**src/rtl/reg_file_ctrl_fsm.sv**
```systemverilog
// reg_file_ctrl_fsm: fetch/decode/execute/writeback control FSM driving the register file write and address side
module reg_file_ctrl_fsm #(
  parameter int PC_W = 8,
  parameter logic [PC_W-1:0] RESET_PC = '0,
  parameter int CNT_W = 8
) (
  input  logic             clk,
  input  logic             rst_n,
  input  logic             run,
  output logic             instr_req,
  output logic [PC_W-1:0]  pc,
  input  logic             instr_valid,
  input  logic [7:0]       instr_rdata,
  output logic [1:0]       Register_Destination,
  output logic             Register_1_operand,
  output logic             Register_2_operand,
  output logic             write_enable,
  output logic [2:0]       alu_op,
  output logic             halted,
  output logic             illegal,
  output logic [CNT_W-1:0] retired
);
  typedef enum logic [2:0] {IDLE, FETCH, DECODE, EXECUTE, WRITEBACK, HALT} state_t;
  state_t state;
  logic [7:0] ir;
  logic [3:0] opcode;
  logic is_wr, is_ill, is_halt;
  logic [2:0] alu_dec;
  // opcode classification from the latched instruction
  always_comb begin
    opcode  = ir[7:4];
    is_wr   = (opcode >= 4'h1) && (opcode <= 4'h6);
    is_ill  = (opcode >= 4'h7) && (opcode <= 4'hE);
    is_halt = opcode == 4'hF;
    alu_dec = is_wr ? 3'(opcode - 4'h1) : 3'b000;
  end
  // state machine; every output is a register updated on the transition into the cycle it describes
  always_ff @(posedge clk) begin
    if (!rst_n) begin
      state                <= IDLE;
      ir                   <= 8'h00;
      pc                   <= RESET_PC;
      instr_req            <= 1'b0;
      Register_Destination <= 2'b00;
      Register_1_operand   <= 1'b0;
      Register_2_operand   <= 1'b0;
      write_enable         <= 1'b0;
      alu_op               <= 3'b000;
      halted               <= 1'b0;
      illegal              <= 1'b0;
      retired              <= '0;
    end else begin
      write_enable <= 1'b0;
      illegal      <= 1'b0;
      case (state)
        IDLE: if (run) begin
          state     <= FETCH;
          instr_req <= 1'b1;
        end
        FETCH: if (instr_valid) begin
          ir        <= instr_rdata;
          instr_req <= 1'b0;
          pc        <= pc + PC_W'(1);
          state     <= DECODE;
        end
        DECODE: begin
          Register_Destination <= ir[3:2];
          Register_1_operand   <= ir[1];
          Register_2_operand   <= ir[0];
          alu_op               <= alu_dec;
          state                <= EXECUTE;
        end
        EXECUTE: begin
          write_enable <= is_wr;
          illegal      <= is_ill;
          if (!is_halt) retired <= retired + CNT_W'(1);
          state <= WRITEBACK;
        end
        WRITEBACK: if (is_halt) begin
          state  <= HALT;
          halted <= 1'b1;
        end else begin
          state     <= FETCH;
          instr_req <= 1'b1;
        end
        HALT: state <= HALT;
        default: state <= IDLE;
      endcase
    end
  end
endmodule

```
**config.mk**
```make
export PLATFORM = sky130hd
export DESIGN_NAME = reg_file_ctrl_fsm
export DESIGN_NICKNAME = d
export VERILOG_FILES = /design/src/rtl/reg_file_ctrl_fsm.sv
export SDC_FILE = /design/constraint.sdc
export NUM_CORES = 1
export LEC_CHECK = 0
export ABC_AREA = 1
export CORE_ASPECT_RATIO = 2
export CORE_MARGIN = 5
export CORE_UTILIZATION = 53
export DETAILED_ROUTE_END_ITERATION = 8
export GPL_ROUTABILITY_DRIVEN = 0
export GPL_TIMING_DRIVEN = 0
export PLACE_DENSITY = 0.8
export SLEW_MARGIN = 20
export SYNTH_ARGS = -nofsm -noshare
export SYNTH_HDL_FRONTEND = slang
export SYNTH_SLANG_ARGS = --single-unit
```
**constraint.sdc**
```tcl
create_clock -name clk -period 1.9 [get_ports clk]
set_input_delay 0.38 -clock clk [delete_from_list [all_inputs] [get_ports clk]]
set_output_delay 0.38 -clock clk [all_outputs]
set_load 0.01 [all_outputs]
```
==> results of run 1 <==
[worst reg2reg max path, cell delays in order (launching register included)]
cell     delay, ns
dfxtp_1       0.35
ha_1          0.19
nand2_1       0.13
nor2_4        0.07
inv_1         0.09
nand2_2       0.09
nor2_1        0.20
nand2_1       0.08
nand2_1       0.06
nor2_1        0.04
[power breakdown]
| part | total, mW | switching (mW) | internal, mW | leakage (nW) |
|---|---|---|---|---|
| clock network | 0.845 | 0.285 | 0.560 | 0.0714 |
| registers | 0.869 | 0.0316 | 0.838 | 0.309 |
| logic | 0.260 | 0.140 | 0.120 | 0.533 |
| total | 1.97 | 0.456 | 1.52 | 0.913 |
[worst paths after layout]
kind	from	end	slack, ns	depth (start not counted)
hold / removal	instr_req	instr_req	0.47	2
hold reg to reg	instr_req	instr_req	0.47	2
setup reg to reg	ir[5]	retired[6]	0.52	9
setup / recovery	pc[2]	pc[2]	0.21	1
[synthesized netlist by cell type (all sizes together)]
cell type  instances
xor2               2
nor3               2
inv               23
xnor2              2
nor2              46
nor3b              1
nand2             54
a21oi             19
buf                5
dfxtp             38
ha                 6
a31oi              1
clkbuf             2
nand4              3
o211ai             1
o21ai             22
a211oi             2
nand3             11
[registers in the layout, indices dropped and copies added, names as in the netlist]
name and count:
retired 8, Register_2_operand 1, state 3, pc 8, write_enable 1, instr_req 1
illegal 1, Register_1_operand 1, ir 8, halted 1, Register_Destination 2, alu_op 3
[placed cells by master (no fill, tap or decap), types with 2 or more instances in the layout]
cell type / netlist / final
a211oi_1: 2 / 2
a21oi_1: 18 / 18
buf_6: 2 / 2
bufinv_16: 0 / 2
clkbuf_1: 2 / 2
clkbuf_8: 0 / 6
clkdlybuf4s50_1: 0 / 38
dfxtp_1: 38 / 38
ha_1: 6 / 6
inv_1: 21 / 21
inv_2: 2 / 2
nand2_1: 53 / 53
nand3_1: 9 / 9
nand3_2: 2 / 2
nand4_1: 3 / 3
nor2_1: 43 / 43
nor2_4: 3 / 3
nor3_1: 2 / 2
o21ai_0: 21 / 21
xnor2_1: 2 / 2
xor2_1: 2 / 2
[layer usage]
| metal | vias to the layer above | part of all wire (%) | wire length [µm] | track usage (%) |
|---|---|---|---|---|
| li1 | 859 | - | - | - |
| met1 | 762 | 36 | 1470 | 17.8 |
| met2 | 44 | 56 | 2290 | 35.9 |
| met3 | 13 | 4.1 | 165 | 3.93 |
| met4 | 0 | 3.2 | 128 | 10.0 |
| met5 | - | 0 | 0 | 0 |
[cell families after synthesis]
group           after synthesis  share of synthesized area (%)
compound gates               45                           13.8
xor+xnor                      4                           2.00
fa+ha+maj                     6                           4.28
buf+inv                      30                           7.99
flops                        38                           43.4
simple gates                117                           28.6
[area by class of cell]
type	instances	area [µm²]
flip-flops and latches	38	761
fillers	266	877
plain buffers	7	53.8
inverters	23	86.3
clock buffers	6	82.6
repair buffers	38	380
clock inverters	2	60.1
multi-input cells	172	853
well taps	31	38.8
==> impl_metrics.json, run 1 <==
{
  "syn_to_final_growth_pct": 32.0,
  "dieWidth_um": 50.7,
  "grt_pass1_vias": 1710,
  "cts_root_buf": "clkbuf_8",
  "syn_nets": 258,
  "yosysUniqueCellTypes": 27,
  "yosys-top-cells-area": "dfxtp_1, nand2_1, nor2_1",
  "min_period_ns": 1.69,
  "h-tree-depth": 2,
  "worst_setup_path_start_kind": "register",
  "path_cells": "clkdlybuf4s50_1",
  "critical_path.max_fanout": 6,
  "netlist_instances": 240,
  "vias_per_cell": 5.29,
  "finalHoldViolCount": 0,
  "power.density_mw_per_mm2": 852,
  "p_leak_nw": 0.913,
  "maxCapViolCount": 0,
  "crit_buf_inv": 1,
  "ir_drop_mv": 0.996,
  "critPathCaptureType": "primary output",
  "grt_max_degree": 13,
  "drc": 0,
  "cpPeakStageDelay_ns": 0.58,
  "synth_seq_cells": 38,
  "die_h_um": 91.4,
  "drive_gt1_share_pct": 7.69,
  "final_cells": 317,
  "fmax_mhz": 590,
  "fin_ws_ns": 0.205,
  "drtPass1Iterations": 4,
  "ys_seq_area_share_pct": 43.4,
  "netlist_area_mm2": 0.00175,
  "tritoncts": "yes",
  "clkLatencyLatePin_ns": 0.29,
  "cp.arrival_ns": 1.31,
  "cts_made_buffers": 5,
  "drv_slew": 0,
  "dp.cells": 309,
  "clk_transition_reported_paths_ns": 0.07,
  "rsz0062_at_grt": "no",
  "synth_top_cell_by_area": "dfxtp_1",
  "crit_type": "register to primary output",
  "grt_first_pass_wirelength_um": 6980,
  "clk_path_buf_depth": 2,
  "tns_ns": 0,
  "cp_top_family": "buffers and inverters",
  "dp_slack_ns": 0.0309,
  "power_mw": 1.97,
  "holdWs_ns": 0.466,
  "status": "finished, final reports clean",
  "fin_util_pct": 72.5,
  "wl_um": 4050,
  "rows": 29,
  "drtIter0Drc": 34,
  "vias": 1678,
  "tightest_slew_ns": 0.530,
  "start_util_pct": 54.9,
  "final-setup-viol-count": 0,
  "wl_per_cell_um": 12.8,
  "grt.overflow.total": 0,
  "grt.total_usage_pct": 19.1,
  "cp_slowest_cell": "clkdlybuf4s50_1",
  "clock_sinks": 38,
  "yosys_warnings": 0,
  "io_buffers": 38,
  "hp-class": "register to register",
  "skew_ns": 0.00314,
  "worst_ep_required_time_ns": 1.52,
  "yosysTopAreaCellShare_pct": 43.4,
  "syn_avg_cell_area_um2": 7.31,
  "ctsResizeCount": 0,
  "cts_setup_buffers": 0,
  "die-area_mm2": 0.00463,
  "antenna_found_initial": 0,
  "final_antenna_net_count": 0,
  "coreArea_mm2": 0.00319,
  "cts_hold_buffers": 0,
  "antenna_cells": 0,
  "io-pin-count": 39,
  "finalCritPeriodShare_pct": 89.2,
  "place_area_mm2": 0.00217,
  "stdcell_area_mm2": 0.00232,
  "final_nets": 303,
  "hpwl_um": 3040,
  "relSlewSlack_pct": 64.7
}
Power figures use the tool's default switching activity.
==> run 2: changes to the inputs <==
Settings changed: CORE_UTILIZATION 53 to 44, PLACE_DENSITY 0.8 to 0.68.
==> impl_metrics.json, run 2 (synthesis gave the netlist of run 1 again) <==
{
  "antenna_found_initial": 0,
  "drv_slew": 0,
  "io-pin-count": 39,
  "relSlewSlack_pct": 63.8,
  "cp_top_family": "buffers and inverters",
  "syn_to_final_growth_pct": 33.5,
  "skew_ns": 0.00516,
  "wl_per_cell_um": 12.2,
  "rsz0062_at_grt": "no",
  "final_antenna_net_count": 0,
  "antenna_cells": 0,
  "vias": 1641,
  "final_common_cell": "nand2_1",
  "h-tree-depth": 2,
  "clkLatencyLatePin_ns": 0.29,
  "finalCritPeriodShare_pct": 89.8,
  "tightest_slew_ns": 0.543,
  "wl_um": 4120,
  "worst_setup_path_start_kind": "register",
  "grt_first_pass_wirelength_um": 6840,
  "start_util_pct": 45.6,
  "ir_drop_mv": 0.613,
  "worst_ep_required_time_ns": 1.52,
  "clk_transition_reported_paths_ns": 0.07,
  "crit_type": "register to primary output",
  "hp-class": "register to register",
  "cts_hold_buffers": 0,
  "maxCapViolCount": 0,
  "die-area_mm2": 0.00543,
  "drive_gt1_share_pct": 7.69,
  "status": "finished, final reports clean",
  "final_nets": 303,
  "grt.overflow.total": 0,
  "crit_buf_inv": 1,
  "fin_util_pct": 60.9,
  "cts_root_buf": "clkbuf_8",
  "grt.total_usage_pct": 17.0,
  "critical_path.max_fanout": 6,
  "finalHoldViolCount": 0,
  "grt_pass1_vias": 1577,
  "clk_path_buf_depth": 2,
  "drtIter0Drc": 29,
  "hpwl_um": 3180,
  "cts_setup_buffers": 0,
  "tns_ns": 0,
  "ctsResizeCount": 0,
  "final-setup-viol-count": 0,
  "cpPeakStageDelay_ns": 0.59,
  "clock_sinks": 38,
  "power.density_mw_per_mm2": 844,
  "layout_common_cells": "nand2_1, nor2_1, dfxtp_1, clkdlybuf4s50_1",
  "tritoncts": "yes",
  "vias_per_cell": 4.87,
  "drtPass1Iterations": 4,
  "p_leak_nw": 0.913,
  "cts_made_buffers": 5,
  "dieWidth_um": 54.6,
  "fillers": 372,
  "biggestRegsByFlops": "ir x8, pc x8, retired x8",
  "min_period_ns": 1.71,
  "drc": 0,
  "io_buffers": 38,
  "rows": 32,
  "critPathCaptureType": "primary output",
  "die_h_um": 99.3,
  "cp_slowest_cell": "clkdlybuf4s50_1",
  "cp.arrival_ns": 1.33,
  "fmax_mhz": 586,
  "coreArea_mm2": 0.00384,
  "path_cells": "clkdlybuf4s50_1",
  "grt_max_degree": 13
}
run 2: cell counts in the layout (fill, tap and decap cells not counted):
Identical to the previous run, type by type.
run 2: final timing paths:
check | slack (ns) | startpoint | to | cells after the start
hold / removal | 0.48 | instr_req | instr_req | 2
setup / recovery | 0.19 | pc[2] | pc[2] | 1
hold reg to reg | 0.48 | instr_req | instr_req | 2
setup reg to reg | 0.50 | ir[5] | retired[5] | 7
run 2: final cells by class:
cell class	instances	area, µm²	share of cell area (%)
multi-input cells	172	853	36.5
well taps	51	63.8	2.73
plain buffers	7	53.8	2.30
flip-flops and latches	38	761	32.5
clock inverters	2	60.1	2.57
clock buffers	6	82.6	3.53
repair buffers	38	380	16.2
inverters	23	86.3	3.69
run 2: where the power goes:
| group | leakage [nW] | switching [mW] | internal [mW] |
|---|---|---|---|
| clock | 0.0714 | 0.287 | 0.560 |
| combinational | 0.533 | 0.138 | 0.120 |
| sequential | 0.309 | 0.0324 | 0.838 |
| total | 0.913 | 0.458 | 1.52 |
run 2: worst min-delay path, stage by stage (launching register included):
cell and delay (ns):
dfxtp_1 0.32, nand2_1 0.06, a21oi_1 0.05
run 2: through the flow:
stage          hold slack [ns]  worst slack, ns  total power, mW  instance area [µm²]  std cells
2_1_floorplan            0.455            0.699             1.04                 1750        240
3_3_place_gp             0.454           0.0659             1.14                 2200        329
3_5_place_dp             0.472           0.0348             1.15                 2200        329
4_1_cts                  0.483            0.186             2.00                 2340        337
5_1_grt                  0.515            0.149             2.06                 2340        337
6_report                 0.476            0.193             1.98                 2340        337
run 2: metal layers:
layer | share of wire [%] | vias to the layer above | track usage [%]
met1 | 37 | 739 | 17.2
li1 | - | 859 | -
met4 | 2.2 | 0 | 7.87
met5 | 0 | - | 0
met2 | 57 | 35 | 31.0
met3 | 3.6 | 8 | 3.15
